### config.mk
export PLATFORM = sky130hd
export DESIGN_NAME = commit_tracker_flat
export DESIGN_NICKNAME = d
export VERILOG_FILES = /design/src/rtl/commit_tracker_if.sv /design/src/rtl/commit_tracker.sv /design/src/flat_wrapper.sv
export SDC_FILE = /design/constraint.sdc
export NUM_CORES = 1
export LEC_CHECK = 0
export BUFFER_PORTS_ARGS = -buffer_cell sky130_fd_sc_hd__clkbuf_2
export CAP_MARGIN = 20
export CELL_PAD_IN_SITES_DETAIL_PLACEMENT = 0
export CELL_PAD_IN_SITES_GLOBAL_PLACEMENT = 1
export CORE_AREA = 2 2 240 242
export DETAILED_ROUTE_END_ITERATION = 10
export DIE_AREA = 0 0 242 244
export GPL_TIMING_DRIVEN = 1
export PLACE_DENSITY_LB_ADDON = 0.05
export REMOVE_ABC_BUFFERS = 1
export SLEW_MARGIN = 20
export SYNTH_ARGS = -nofsm -noshare
export SYNTH_HDL_FRONTEND = slang
export SYNTH_SLANG_ARGS = --single-unit
### constraint.sdc
create_clock -name clock -period 10.6 [get_ports clock]
set_input_delay 0.53 -clock clock [delete_from_list [all_inputs] [get_ports clock]]
set_output_delay 0.53 -clock clock [all_outputs]
set_load 0.01 [all_outputs]
### src/rtl/commit_tracker_if.sv
// Commit-report bus for commit_tracker: per-channel commit inputs, trap code source and run status.
// The master drives commits; the slave (tracker) drives the delayed report, counters and trap status.
interface commit_tracker_if #(
   parameter int CHANNELS = 2
);
   logic                   gate_i;
   logic [CHANNELS-1:0]    commit_valid_i;
   logic [32*CHANNELS-1:0] commit_pc_i;
   logic [32*CHANNELS-1:0] commit_instr_i;
   logic [32*CHANNELS-1:0] commit_wdata_i;
   logic [CHANNELS-1:0]    commit_wreg_i;
   logic [5*CHANNELS-1:0]  commit_waddr_i;
   logic [31:0]            a0_i;

   logic [CHANNELS-1:0]    valid_o;
   logic [CHANNELS-1:0]    wreg_o;
   logic [32*CHANNELS-1:0] pc_o;
   logic [32*CHANNELS-1:0] instr_o;
   logic [32*CHANNELS-1:0] wdata_o;
   logic [5*CHANNELS-1:0]  waddr_o;
   logic [63:0]            cycle_cnt_o;
   logic [63:0]            instr_cnt_o;
   logic                   trap_valid_o;
   logic [7:0]             trap_code_o;
   logic [31:0]            trap_pc_o;
   logic                   timeout_o;
   logic [1:0]             state_o;

   modport master (
      output gate_i, commit_valid_i, commit_pc_i, commit_instr_i, commit_wdata_i,
             commit_wreg_i, commit_waddr_i, a0_i,
      input  valid_o, wreg_o, pc_o, instr_o, wdata_o, waddr_o, cycle_cnt_o, instr_cnt_o,
             trap_valid_o, trap_code_o, trap_pc_o, timeout_o, state_o
   );

   modport slave (
      input  gate_i, commit_valid_i, commit_pc_i, commit_instr_i, commit_wdata_i,
             commit_wreg_i, commit_waddr_i, a0_i,
      output valid_o, wreg_o, pc_o, instr_o, wdata_o, waddr_o, cycle_cnt_o, instr_cnt_o,
             trap_valid_o, trap_code_o, trap_pc_o, timeout_o, state_o
   );
endinterface

### src/rtl/commit_tracker.sv
// Commit tracker: delays per-channel commits by DELAY cycles, counts cycles/commits, stops on trap or idle watchdog.
// Report latency is exactly DELAY cycles; no backpressure, every gated commit is accepted while IDLE/RUN.
module commit_tracker #(
   parameter int          CHANNELS   = 2,
   parameter int          DELAY      = 1,
   parameter logic [31:0] TIMEOUT    = 32'd100000,
   parameter logic [31:0] TRAP_INSTR = 32'h80000000
) (
   input logic             clock,
   input logic             reset_n,
   commit_tracker_if.slave bus
);
   localparam logic [1:0] S_IDLE    = 2'd0;
   localparam logic [1:0] S_RUN     = 2'd1;
   localparam logic [1:0] S_TRAP    = 2'd2;
   localparam logic [1:0] S_TIMEOUT = 2'd3;

   logic [1:0]  state;
   logic [1:0]  state_nxt;
   logic [63:0] cycle_cnt;
   logic [63:0] instr_cnt;
   logic [31:0] wd_cnt;
   logic [31:0] last_pc;
   logic [31:0] last_pc_nxt;
   logic        trap_valid;
   logic        timeout;
   logic [7:0]  trap_code;
   logic [31:0] trap_pc;

   logic [CHANNELS-1:0]    v_q     [DELAY];
   logic [CHANNELS-1:0]    wreg_q  [DELAY];
   logic [32*CHANNELS-1:0] pc_q    [DELAY];
   logic [32*CHANNELS-1:0] instr_q [DELAY];
   logic [32*CHANNELS-1:0] wdata_q [DELAY];
   logic [5*CHANNELS-1:0]  waddr_q [DELAY];

   logic                live;
   logic                halt_next;
   logic [CHANNELS-1:0] gated;
   logic [CHANNELS-1:0] accept;
   logic [CHANNELS-1:0] report;
   logic [63:0]         pop;
   logic                hit;
   logic [31:0]         hit_pc;
   logic                expire;
   logic                unused_a0;

   assign live      = ~state[1];
   assign gated     = bus.commit_valid_i & {CHANNELS{bus.gate_i}};
   assign accept    = gated & {CHANNELS{live}};
   assign expire    = (state == S_RUN) && (gated == '0) && (wd_cnt == TIMEOUT - 32'd1);
   assign halt_next = state_nxt[1];
   assign unused_a0 = ^bus.a0_i[31:8];

   // Walk channels in index order; the first trap instruction masks every higher channel.
   always_comb begin
      report      = '0;
      pop         = '0;
      hit         = 1'b0;
      hit_pc      = '0;
      last_pc_nxt = last_pc;
      for (int k = 0; k < CHANNELS; k++) begin
         if (live && v_q[DELAY-1][k] && !hit) begin
            report[k]   = 1'b1;
            pop         = pop + 64'd1;
            last_pc_nxt = pc_q[DELAY-1][32*k +: 32];
            if (instr_q[DELAY-1][32*k +: 32] == TRAP_INSTR) begin
               hit    = 1'b1;
               hit_pc = pc_q[DELAY-1][32*k +: 32];
            end
         end
      end
   end

   always_comb begin
      state_nxt = state;
      case (state)
         S_IDLE: if (gated != '0) state_nxt = S_RUN;
         S_RUN: begin
            if (hit)         state_nxt = S_TRAP;
            else if (expire) state_nxt = S_TIMEOUT;
         end
         default: state_nxt = state;
      endcase
   end

   // Entering or sitting in a halted state flushes everything still in flight.
   always_ff @(posedge clock) begin
      if (!reset_n || halt_next) begin
         for (int i = 0; i < DELAY; i++) begin
            v_q[i]     <= '0;
            wreg_q[i]  <= '0;
            pc_q[i]    <= '0;
            instr_q[i] <= '0;
            wdata_q[i] <= '0;
            waddr_q[i] <= '0;
         end
      end else begin
         v_q[0]     <= accept;
         wreg_q[0]  <= bus.commit_wreg_i & accept;
         pc_q[0]    <= bus.commit_pc_i;
         instr_q[0] <= bus.commit_instr_i;
         wdata_q[0] <= bus.commit_wdata_i;
         waddr_q[0] <= bus.commit_waddr_i;
         for (int i = 1; i < DELAY; i++) begin
            v_q[i]     <= v_q[i-1];
            wreg_q[i]  <= wreg_q[i-1];
            pc_q[i]    <= pc_q[i-1];
            instr_q[i] <= instr_q[i-1];
            wdata_q[i] <= wdata_q[i-1];
            waddr_q[i] <= waddr_q[i-1];
         end
      end
   end

   always_ff @(posedge clock) begin
      if (!reset_n) begin
         state      <= S_IDLE;
         cycle_cnt  <= '0;
         instr_cnt  <= '0;
         wd_cnt     <= '0;
         last_pc    <= '0;
         trap_valid <= 1'b0;
         timeout    <= 1'b0;
         trap_code  <= '0;
         trap_pc    <= '0;
      end else begin
         state   <= state_nxt;
         last_pc <= last_pc_nxt;
         if (live) begin
            cycle_cnt <= cycle_cnt + 64'd1;
            if (gated != '0)         wd_cnt <= '0;
            else if (state == S_RUN) wd_cnt <= wd_cnt + 32'd1;
         end
         if (state == S_RUN) instr_cnt <= instr_cnt + pop;
         // A trap reported in the expiry cycle takes priority over the watchdog.
         if (state == S_RUN && hit) begin
            trap_valid <= 1'b1;
            trap_pc    <= hit_pc;
            trap_code  <= bus.a0_i[7:0];
         end else if (expire) begin
            timeout <= 1'b1;
            trap_pc <= last_pc_nxt;
         end
      end
   end

   assign bus.valid_o      = report;
   assign bus.wreg_o       = wreg_q[DELAY-1] & report;
   assign bus.pc_o         = pc_q[DELAY-1];
   assign bus.instr_o      = instr_q[DELAY-1];
   assign bus.wdata_o      = wdata_q[DELAY-1];
   assign bus.waddr_o      = waddr_q[DELAY-1];
   assign bus.cycle_cnt_o  = cycle_cnt;
   assign bus.instr_cnt_o  = instr_cnt;
   assign bus.trap_valid_o = trap_valid;
   assign bus.trap_code_o  = trap_code;
   assign bus.trap_pc_o    = trap_pc;
   assign bus.timeout_o    = timeout;
   assign bus.state_o      = state;
endmodule

### src/flat_wrapper.sv
// flat-port wrapper written by rule: the top's interface ports become plain ports
module commit_tracker_flat 
#(
   parameter int          CHANNELS   = 2,
   parameter int          DELAY      = 1,
   parameter logic [31:0] TIMEOUT    = 32'd100000,
   parameter logic [31:0] TRAP_INSTR = 32'h80000000
)
  (clock, reset_n, bus_gate_i, bus_commit_valid_i, bus_commit_pc_i, bus_commit_instr_i, bus_commit_wdata_i, bus_commit_wreg_i, bus_commit_waddr_i, bus_a0_i, bus_valid_o, bus_wreg_o, bus_pc_o, bus_instr_o, bus_wdata_o, bus_waddr_o, bus_cycle_cnt_o, bus_instr_cnt_o, bus_trap_valid_o, bus_trap_code_o, bus_trap_pc_o, bus_timeout_o, bus_state_o);
  commit_tracker_if #(.CHANNELS(CHANNELS)) bus_i ();
  input logic clock;
  input logic reset_n;
  input wire logic [$bits(bus_i.gate_i)-1:0] bus_gate_i;
  input wire logic [$bits(bus_i.commit_valid_i)-1:0] bus_commit_valid_i;
  input wire logic [$bits(bus_i.commit_pc_i)-1:0] bus_commit_pc_i;
  input wire logic [$bits(bus_i.commit_instr_i)-1:0] bus_commit_instr_i;
  input wire logic [$bits(bus_i.commit_wdata_i)-1:0] bus_commit_wdata_i;
  input wire logic [$bits(bus_i.commit_wreg_i)-1:0] bus_commit_wreg_i;
  input wire logic [$bits(bus_i.commit_waddr_i)-1:0] bus_commit_waddr_i;
  input wire logic [$bits(bus_i.a0_i)-1:0] bus_a0_i;
  output wire logic [$bits(bus_i.valid_o)-1:0] bus_valid_o;
  output wire logic [$bits(bus_i.wreg_o)-1:0] bus_wreg_o;
  output wire logic [$bits(bus_i.pc_o)-1:0] bus_pc_o;
  output wire logic [$bits(bus_i.instr_o)-1:0] bus_instr_o;
  output wire logic [$bits(bus_i.wdata_o)-1:0] bus_wdata_o;
  output wire logic [$bits(bus_i.waddr_o)-1:0] bus_waddr_o;
  output wire logic [$bits(bus_i.cycle_cnt_o)-1:0] bus_cycle_cnt_o;
  output wire logic [$bits(bus_i.instr_cnt_o)-1:0] bus_instr_cnt_o;
  output wire logic [$bits(bus_i.trap_valid_o)-1:0] bus_trap_valid_o;
  output wire logic [$bits(bus_i.trap_code_o)-1:0] bus_trap_code_o;
  output wire logic [$bits(bus_i.trap_pc_o)-1:0] bus_trap_pc_o;
  output wire logic [$bits(bus_i.timeout_o)-1:0] bus_timeout_o;
  output wire logic [$bits(bus_i.state_o)-1:0] bus_state_o;
  assign bus_i.gate_i = bus_gate_i;
  assign bus_i.commit_valid_i = bus_commit_valid_i;
  assign bus_i.commit_pc_i = bus_commit_pc_i;
  assign bus_i.commit_instr_i = bus_commit_instr_i;
  assign bus_i.commit_wdata_i = bus_commit_wdata_i;
  assign bus_i.commit_wreg_i = bus_commit_wreg_i;
  assign bus_i.commit_waddr_i = bus_commit_waddr_i;
  assign bus_i.a0_i = bus_a0_i;
  assign bus_valid_o = bus_i.valid_o;
  assign bus_wreg_o = bus_i.wreg_o;
  assign bus_pc_o = bus_i.pc_o;
  assign bus_instr_o = bus_i.instr_o;
  assign bus_wdata_o = bus_i.wdata_o;
  assign bus_waddr_o = bus_i.waddr_o;
  assign bus_cycle_cnt_o = bus_i.cycle_cnt_o;
  assign bus_instr_cnt_o = bus_i.instr_cnt_o;
  assign bus_trap_valid_o = bus_i.trap_valid_o;
  assign bus_trap_code_o = bus_i.trap_code_o;
  assign bus_trap_pc_o = bus_i.trap_pc_o;
  assign bus_timeout_o = bus_i.timeout_o;
  assign bus_state_o = bus_i.state_o;
  commit_tracker #(.CHANNELS(CHANNELS), .DELAY(DELAY), .TIMEOUT(TIMEOUT), .TRAP_INSTR(TRAP_INSTR)) u_core (.clock(clock), .reset_n(reset_n), .bus(bus_i));
endmodule
# After elaboration in Yosys (flattened, before gate mapping)
# Memories as Yosys holds them, arrays and structs flattened.
# Cells that the tools add are included.
[op_classes] muxes=37 div=0 magnitude_cmp=0 shifts=0 reduce_logical=24 add_sub_neg=4 bitwise_logic=6 multipliers=0 n_eq_ne=6
[ops] cell="$mux W32" count=10
[ops] cell="$mux W64" count=4
[ops] cell="$reduce_or A64 Y1" count=3
[ops] cell="$add A64 B1 Y64 const B" count=1
[ops] cell="$add A64 B64 Y64" count=1
[ops] cell="$eq A32 B32 Y1 const B" count=2
[ops] cell="$add A32 B1 Y32 const B" count=1
[ops] cell="$eq A32 B17 Y1 const B" count=1
[ops] cell="$mux W1" count=16
[ops] cell="$mux W10" count=1
[ops] cell="$mux W2" count=5
[ops] cell="$reduce_or A10 Y1" count=1
[ops] cell="$and A2 B2 Y2" count=4
[ops] cell="$reduce_bool A2 Y1" count=4
[ops] cell="$logic_and A1 B1 Y1" count=6
[ops] cell="$logic_not A2 Y1" count=2
[ops] cell="$pmux W2 S2" count=1
[ops] cell="$reduce_and A2 Y1" count=2
[ops] cell="$reduce_or A2 Y1" count=2
[ops] cell="$ne A3 B1 Y1 const B" count=1
[ops] cell="$reduce_and A3 Y1" count=1
[ops] cell="$add A1 B1 Y2 const B" count=1
[ops] cell="$eq A2 B1 Y1 const B" count=1
[ops] cell="$logic_not A1 Y1" count=2
[ops] cell="3 further kinds" count=4
[word_totals] ff_bits=236 latch_bits=0 rom_bits=0 mem_count=6 wordCells=93 inputBits=241 out_inout_bits=378 ram_bits=206
[memory_table] name="u_core.instr_q" words=1 width=64 rd=1 rd_clocked_by_memory_dff=0 wr=1 line="commit_tracker.sv:33" rtl="logic [32*CHANNELS-1:0] instr_q [DELAY];"
[memory_table] name="u_core.pc_q" words=1 width=64 rd=1 rd_clocked_by_memory_dff=0 wr=1 line="commit_tracker.sv:32" rtl="logic [32*CHANNELS-1:0] pc_q [DELAY];"
[memory_table] name="u_core.wdata_q" words=1 width=64 rd=1 rd_clocked_by_memory_dff=0 wr=1 line="commit_tracker.sv:34" rtl="logic [32*CHANNELS-1:0] wdata_q [DELAY];"
[memory_table] name="u_core.waddr_q" words=1 width=10 rd=1 rd_clocked_by_memory_dff=0 wr=1 line="commit_tracker.sv:35" rtl="logic [5*CHANNELS-1:0] waddr_q [DELAY];"
[memory_table] name="u_core.v_q" words=1 width=2 rd=1 rd_clocked_by_memory_dff=0 wr=1 line="commit_tracker.sv:30" rtl="logic [CHANNELS-1:0] v_q [DELAY];"
[memory_table] name="u_core.wreg_q" words=1 width=2 rd=1 rd_clocked_by_memory_dff=0 wr=1 line="commit_tracker.sv:31" rtl="logic [CHANNELS-1:0] wreg_q [DELAY];"

# Logic depth before layout (Yosys ltp)
# Gate-level depths: netlist of the first run.
# An unclocked memory read counts as a cell.
[logic_depth] depth_word=13 depth_mapped=20 ltp_nobuf=16

# Least setup slack after synthesis of the first run
# Ideal clock, no wire load.
[synth_timing] kind="register to register" startpoint="mem u_core.instr_q[0][26] (netlist bit)" endpoint="reg u_core.instr_cnt[60], in the netlist u_core.bus.instr_cnt_o[60]" setup_slack_ns=6.593 synth_period_minus_slack_ns=4.007 setup_ns=0.128 path_stages_with_launch=19 t_required_ns=10.472 n_path_buf=2 t_arrival_ns=3.880 cell_sequence="dfxtp_1 -> nor4_2 -> nand4_2 -> o31ai_4 -> buf_2 -> inv_2 -> nand2_1 -> inv_1 -> nor3_1 -> ha_1 -> inv_1 -> fa_1 -> nor4bb_1 -> and4b_1 -> nand4b_1 -> clkbuf_1 -> nor4_1 -> xnor2_1 -> nor2_1"
[synth_via] elab_chain_len=8
[synth_rtl] element="start, declared" line="commit_tracker.sv:33"
[synth_rtl] element="$mem_v2 Z1 W64"
[synth_rtl] element="$eq A32 B32 Y1" line="commit_tracker.sv:67" rtl="if (instr_q[DELAY-1][32*k +: 32] == TRAP_INSTR) begin"
[synth_rtl] element="$mux W1" line="commit_tracker.sv:67"
[synth_rtl] element="$mux W1" line="commit_tracker.sv:63" rtl="if (live && v_q[DELAY-1][k] && !hit) begin"
[synth_rtl] element="$logic_not A1 Y1" line="commit_tracker.sv:63"
[synth_rtl] element="$logic_and A1 B1 Y1" line="commit_tracker.sv:63"
[synth_rtl] element="$mux W64" line="commit_tracker.sv:63"
[synth_rtl] element="$add A64 B64 Y64" line="commit_tracker.sv:135" rtl="if (state == S_RUN) instr_cnt <= instr_cnt + pop;"
[synth_rtl] element="end signal, assigned" line="commit_tracker.sv:135"
[synth_rtl] element="end, declared" line="commit_tracker.sv:21" rtl="logic [63:0] instr_cnt;"
# No other way between the ends.
# A chain may end at the register's enable or synchronous reset.

# Final worst setup path of the first run
[layout_timing] startpoint="reg u_core.state[1], in the netlist u_core.bus.state_o[1]" endpoint="reg u_core.instr_cnt[52], in the netlist u_core.bus.instr_cnt_o[52]"
[layout_via] elab_chain_len=7 word_cells_on_any_way=11 classes_between="add/sub: 2; eq/ne: 1; mux: 3; bitwise: 1; reduce/logical: 4"
[layout_rtl] element="start, declared" line="commit_tracker.sv:18" rtl="logic [1:0] state;"
[layout_rtl] element="start signal, assigned" line="commit_tracker.sv:128" rtl="state <= state_nxt;"
[layout_rtl] element="$not A1 Y1 (no source line)"
[layout_rtl] element="$logic_and A1 B1 Y1" line="commit_tracker.sv:63"
[layout_rtl] element="$mux W1" line="commit_tracker.sv:63"
[layout_rtl] element="$logic_not A1 Y1" line="commit_tracker.sv:63"
[layout_rtl] element="$logic_and A1 B1 Y1" line="commit_tracker.sv:63"
[layout_rtl] element="$mux W64" line="commit_tracker.sv:63"
[layout_rtl] element="$add A64 B64 Y64" line="commit_tracker.sv:135"
# Several ways; a longest one is shown, not always the timed one.

==> results.toml, run 1 <==
[critical_path]
startpoint = "u_core.bus.state_o[1]"
start_kind = "flop"
r2r_cells = 18
cp_max_fo = 59
crit_arrival_ps = 5560
endpoint_kind = "flop"
timing.rr.start = "u_core.bus.state_o[1]"
worstSetupEndpoint = "u_core.bus.instr_cnt_o[52]"
regToRegEndpoint = "u_core.bus.instr_cnt_o[52]"
r2r_slack_ps = 5500
required_ps = 11060
worst-setup-path-type = "flop to flop"

[power_and_ir_drop]
clkPwrFrac_pct = 49.4
switching_share_pct = 23.6
pwr-share-comb_pct = 6.0
leakagePower_uw = 0.0100
p_int_uw = 3000
switchingPower_uw = 927
power_frac_seq_pct = 44.5
powerDensity_nw_per_um2 = 174
ir_drop_mv = 0.146
finalPower_uw = 3930

[routing]
top_layer = "met5"
wl_mm = 65.0
drt-met1-wl_mm = 27.3
wl_met3_mm = 4.75
vias = 15972
wl_per_cell_um = 20.4
postRouteAntennaNets = 0
drtPass1Iterations = 5
drt_iter0_drc = 926
detail_route.vias_per_cell = 5.01
drc = 0
met2_length_mm = 31.6

[run_status]
outcome = "completed"

[cells_and_area]
area_growth_pct = 31.8
layout_common_cells = "clkbuf_2 (594), dfxtp_1 (442), and3_1 (225)"
fill_cells = 5767
drive_gt1_share_pct = 31.0
fin_nets = 2637
mostFrequentLayoutCell = "clkbuf_2"
utilization_pct = 40.2

[grt]
antenna_found_initial = 7
grt_pass1_vias = 15458
grt_max_degree = 149
grtUsageTotal_pct = 21.0
gr-total-overflow = 0
grt_pass1_wl_mm = 96.8

[job]
drv_cap = 0

[clock_tree]
hold_buffers = 0
cts_buffer_depth = 3
cts_tree = "built"
clk_latency_ps = 610
cts.repair.resized = 0
clk_pin_slew_worst_paths_ps = 60
clock_sinks = 442
cts_setup_buffers = 0
cts_made_buffers = 53
root_buffer = "clkbuf_16"
htreeDepth = 2

[logic_synthesis]
synthCells = 1850
ys_ff_latch = 442
synth-edff-count = 0
yosysWarnings = 0
ys_seq_area_share_pct = 51.6
yosysTopAreaCellShare_pct = 51.6
yosysUniqueCellTypes = 75
synthFlopType = "dfxtp_1"
synth.cell_area_um2 = 17100
synthTopCellsByArea = "dfxtp_1 (52%), and3_1 (8.2%), nor2_1 (3.5%), xor2_1 (2.6%), nand2_1 (2.5%)"
syn-mean-instance-area_um2 = 9.27
synthArstFlopShare_pct = 0
synth_top_area_cell = "dfxtp_1"

[hold_path]
min_path_type = "input pin to flop"

[timing]
finalSetupTns_ps = 0
finalClockSkew_ps = 28.3
slew_viol_final = 0
setup_viol = 0
finalWorstSetupSlack_ps = 5500
period_minus_slack_ps = 5100
rsz0062_at_grt = "no"
hold_viol = 0
period_share_pct = 48.2
tightest_slew_ps = 1030
fmax_mhz = 196
slew_headroom_pct = 31.2

[die]
die_area_um2 = 59000
chipWidth_um = 242
start_util_pct = 30.5
row_count = 87
io_pins = 619
core_region_area_um2 = 56200
chipHeight_um = 244

[placement]
routabilityCongestion = 0.821
preCtsSetupSlack_ps = 5400
place.port_buffers = 594
post-dp-hpwl_mm = 46.1
-- critical path: stages, from the launching register on --
cell and delay (ps):
dfxtp_1 290, buf_4 220, inv_4 400, nand2_1 90, buf_4 270, o31ai_4 310
inv_2 50, nand2_1 130, inv_1 80, nor3_1 170, ha_1 200, inv_1 60
fa_1 420, nor4bb_1 390, and4b_1 570, nand4b_1 610, nor4_1 460, xnor2_1 160
nor2_1 50
-- per-layer routing --
layer	global-route usage (%)	up-vias
met2	35.7	435
li1	-	7749
met3	6.33	91
met5	0	-
met1	25.9	7689
met4	5.27	8
-- layout make-up --
class	count	area (µm²)	area share (%)
flip-flops and latches	442	8850	39.2
multi-input cells	1230	7590	33.6
repair buffers	615	3150	14.0
clock buffers	73	1500	6.65
well taps	756	946	4.19
clock inverters	24	355	1.57
inverters	49	191	0.847
diodes	1	2.50	0.0111
-- cells in the mapped netlist, types with 9 or more instances --
library cell / n
nand4_1: 43
and2_1: 14
o31ai_1: 28
clkbuf_1: 97
a31o_2: 16
a22oi_1: 21
or4_1: 9
and4_1: 22
a31oi_1: 12
buf_2: 22
nor2_1: 159
o22ai_1: 21
nor4_1: 61
or3_1: 27
a21oi_1: 56
o21ai_0: 56
o211ai_1: 10
nand2b_1: 10
xor2_1: 50
nor3_1: 45
nand2_1: 114
and3_1: 225
inv_1: 47
dfxtp_1: 442
nand3_1: 69
xnor2_1: 37
-- stage by stage --
step | std cells | hold slack (ps) | instance area (µm²)
floorplan | 1721 | 460 | 16600
global placement | 3091 | 439 | 20700
detailed placement | 3091 | 446 | 20700
CTS | 3188 | 105 | 22600
global route | 3189 | 121 | 22600
finish | 3190 | 141 | 22600
-- state kept, by name, summed over array words and instances (netlist names), 2 cells and up --
name and flops:
u_core.bus.cycle_cnt_o 64, u_core.bus.instr_cnt_o 64, u_core.bus.state_o 2, u_core.bus.trap_code_o 8, u_core.bus.trap_pc_o 32, u_core.instr_q 64, u_core.last_pc 32, u_core.pc_q 64
u_core.v_q 2, u_core.waddr_q 10, u_core.wd_cnt 32, u_core.wdata_q 64, u_core.wreg_q 2
-- cell families after synthesis --
family	count (synthesis)	synth area share (%)
adder cells (fa/ha/maj)	5	0.409
AO/OA/AOI/OAI	278	10.9
multiplexers	7	0.409
buffers and inverters	178	4.28
AND/OR/NAND/NOR	853	28.0
flip-flops	442	51.6
XOR/XNOR	87	4.44
-- how the worst min path moves through the flow --
stage,startpoint,end,cells after the start
after floorplan,u_core.wd_cnt[3],u_core.wd_cnt[3],1
after global placement,u_core.bus.trap_code_o[4],u_core.bus.trap_code_o[4],2
after detailed placement,u_core.bus.trap_code_o[3],u_core.bus.trap_code_o[3],2
after CTS,bus_commit_wdata_i[47],u_core.wdata_q[0][47],2
after global routing,bus_commit_wdata_i[46],u_core.wdata_q[0][46],2
final,bus_a0_i[3],u_core.bus.trap_code_o[3],3
-- power by group through the flow --
stage	Sequential (µW)	Clock [µW]	Combinational (µW)
6_report	1750	1940	237
5_1_grt	1750	2060	260
4_1_cts	1750	1990	240
3_5_place_dp	1790	0	239
3_3_place_gp	1780	0	238
2_1_floorplan	1800	0	88.7
Note: power is estimated with default switching activity, not from simulation.
==> run 2, diff against run 1 <==
- CORE_AREA: 2 2 240 242 -> 2 2 238 240
- DIE_AREA: 0 0 242 244 -> 0 0 240 242
- clock period: 10.6 -> 4.51 ns (I/O delays scaled with it)
==> run 2 against run 1 <==
  * Core utilization grew 4.0 points
  * Global-route usage is 1.1 points higher
  * Cell count is 6.8% higher
  * Largest cell class unchanged
==> results.toml, run 2 (synthesis results as in run 1) <==
[critical_path]
r2r_cells = 16
endpoint_kind = "flop"
crit_arrival_ps = 4570
cp_top_family = "simple AND/OR/NAND/NOR gates"
r2r_slack_ps = 440
path_buf_inv = 4
worst-setup-path-type = "flop to flop"
timing.rr.start = "u_core.instr_q[0][26]"
crit_chain = "nor4_2 -> nand4_2 -> o31ai_4 -> inv_2 -> nand2_1 -> inv_1 -> nor3_1 -> ha_1 -> inv_1 -> fa_1 -> nor4bb_1 -> and4b_1 -> buf_4 -> nand3_1 -> or3_1 -> a21oi_1"
cpMostUsedCell = "inv_1"
slowest_stage = "fa_1"
required_ps = 5010
cp_max_fo = 10
slowest_delay_ps = 430
regToRegEndpoint = "u_core.bus.instr_cnt_o[34]"
start_kind = "flop"
startpoint = "u_core.instr_q[0][26]"

[die]
io_pins = 619
core_region_area_um2 = 55700
chipHeight_um = 242
row_count = 87
chipWidth_um = 240
start_util_pct = 30.8
die_area_um2 = 58100

[cells_and_area]
diodes = 0
area_growth_pct = 43.6
fill_cells = 5557
drive_gt1_share_pct = 28.4
seqCellArea_um2 = 8850
utilization_pct = 44.2
layout_common_cells = "clkbuf_2 (594), dfxtp_1 (442), and3_1 (225)"
mostFrequentLayoutCell = "clkbuf_2"
fin_nets = 2857
multi_input_area_um2 = 7590

[clock_tree]
cts_tree = "built"
cts.repair.resized = 0
clk_pin_slew_worst_paths_ps = 60
clk_latency_ps = 600
hold_buffers = 218
htreeDepth = 2
clock_sinks = 442
root_buffer = "clkbuf_16"
cts_setup_buffers = 0
cts_buffer_depth = 3
cts_made_buffers = 52

[routing]
wl_per_cell_um = 19.4
wl_mm = 66.0
drc = 0
vias = 16788
postRouteAntennaNets = 0
detail_route.vias_per_cell = 4.93
drtPass1Iterations = 5
drt_iter0_drc = 744

[hold_path]
holdPathStages = 5
min_to = "u_core.wd_cnt[15]"
min_path_type = "input pin to flop"
min-delay-start = "bus_gate_i"

[timing]
slew_headroom_pct = 30.4
finalWorstSetupSlack_ps = 438
fmax_mhz = 246
slew_viol_final = 0
period_minus_slack_ps = 4070
rsz0062_at_grt = "no"
finalClockSkew_ps = 30.3
hold_viol = 0
period_share_pct = 90.3
tightest_slew_ps = 1040
setup_viol = 0
hold_ws_ps = 217

[placement]
preCtsSetupSlack_ps = 480
post-dp-hpwl_mm = 46.1
routabilityCongestion = 0.837
place.port_buffers = 594

[grt]
grt_pass1_wl_mm = 101
grt_pass1_vias = 16762
gr-total-overflow = 0
grt_max_degree = 231
antenna_found_initial = 0
grtUsageTotal_pct = 22.1

[run_status]
outcome = "completed"

[power_and_ir_drop]
leakagePower_uw = 0.0109
powerDensity_nw_per_um2 = 369
ir_drop_mv = 0.276

[job]
drv_cap = 0
## run 2: where the power goes
| group | leakage [µW] | internal [µW] | switching, µW |
|---|---|---|---|
| registers | 0.00362 | 4030 | 80.0 |
| logic | 0.00641 | 358 | 363 |
| clock network | 0.000840 | 2530 | 1720 |
## run 2: how the worst max path moves through the flow
stage	endpoint	slack, ps	cells after the start
floorplan	u_core.bus.trap_pc_o[24]	-7020	6
detailed placement	u_core.bus.instr_cnt_o[40]	480	16
CTS	u_core.bus.instr_cnt_o[40]	450	16
global placement	u_core.bus.instr_cnt_o[60]	620	17
global route	u_core.bus.instr_cnt_o[40]	100	16
finish	u_core.bus.instr_cnt_o[34]	440	16
## run 2: worst reg2reg max path, cell delays in order (launching register included)
cell      delay (ps)
dfxtp_1          320
nor4_2           320
nand4_2          230
o31ai_4          290
inv_2             60
nand2_1          140
inv_1             80
nor3_1           170
ha_1             200
inv_1             60
fa_1             430
nor4bb_1         430
and4b_1          330
buf_4            220
nand3_1          180
or3_1            370
a21oi_1          140
## run 2: layout make-up
type	count	share of cell area, %
inverters	49	0.777
well taps	756	3.84
clock inverters	17	0.833
multi-input cells	1230	30.8
repair buffers	836	21.7
clock buffers	77	6.11
flip-flops and latches	442	35.9
## run 2: layer usage
| layer | vias to the layer above | share of wire (%) | global-route usage, % |
|---|---|---|---|
| met5 | - | 0 | 0 |
| met3 | 89 | 6.3 | 5.94 |
| li1 | 8214 | - | - |
| met4 | 0 | 2.3 | 5.77 |
| met2 | 446 | 48 | 37.2 |
| met1 | 8039 | 43 | 27.8 |
## run 2: through the flow
stage	cell area (µm²)	std cells	TNS, ps	total power, µW
final	24600	3407	0	9080
after global routing	24600	3407	0	9430
after CTS	24600	3407	0	9220
after detailed placement	20700	3095	0	4760
after global placement	20700	3095	0	4760
after floorplan	16600	1721	-1592730	4430
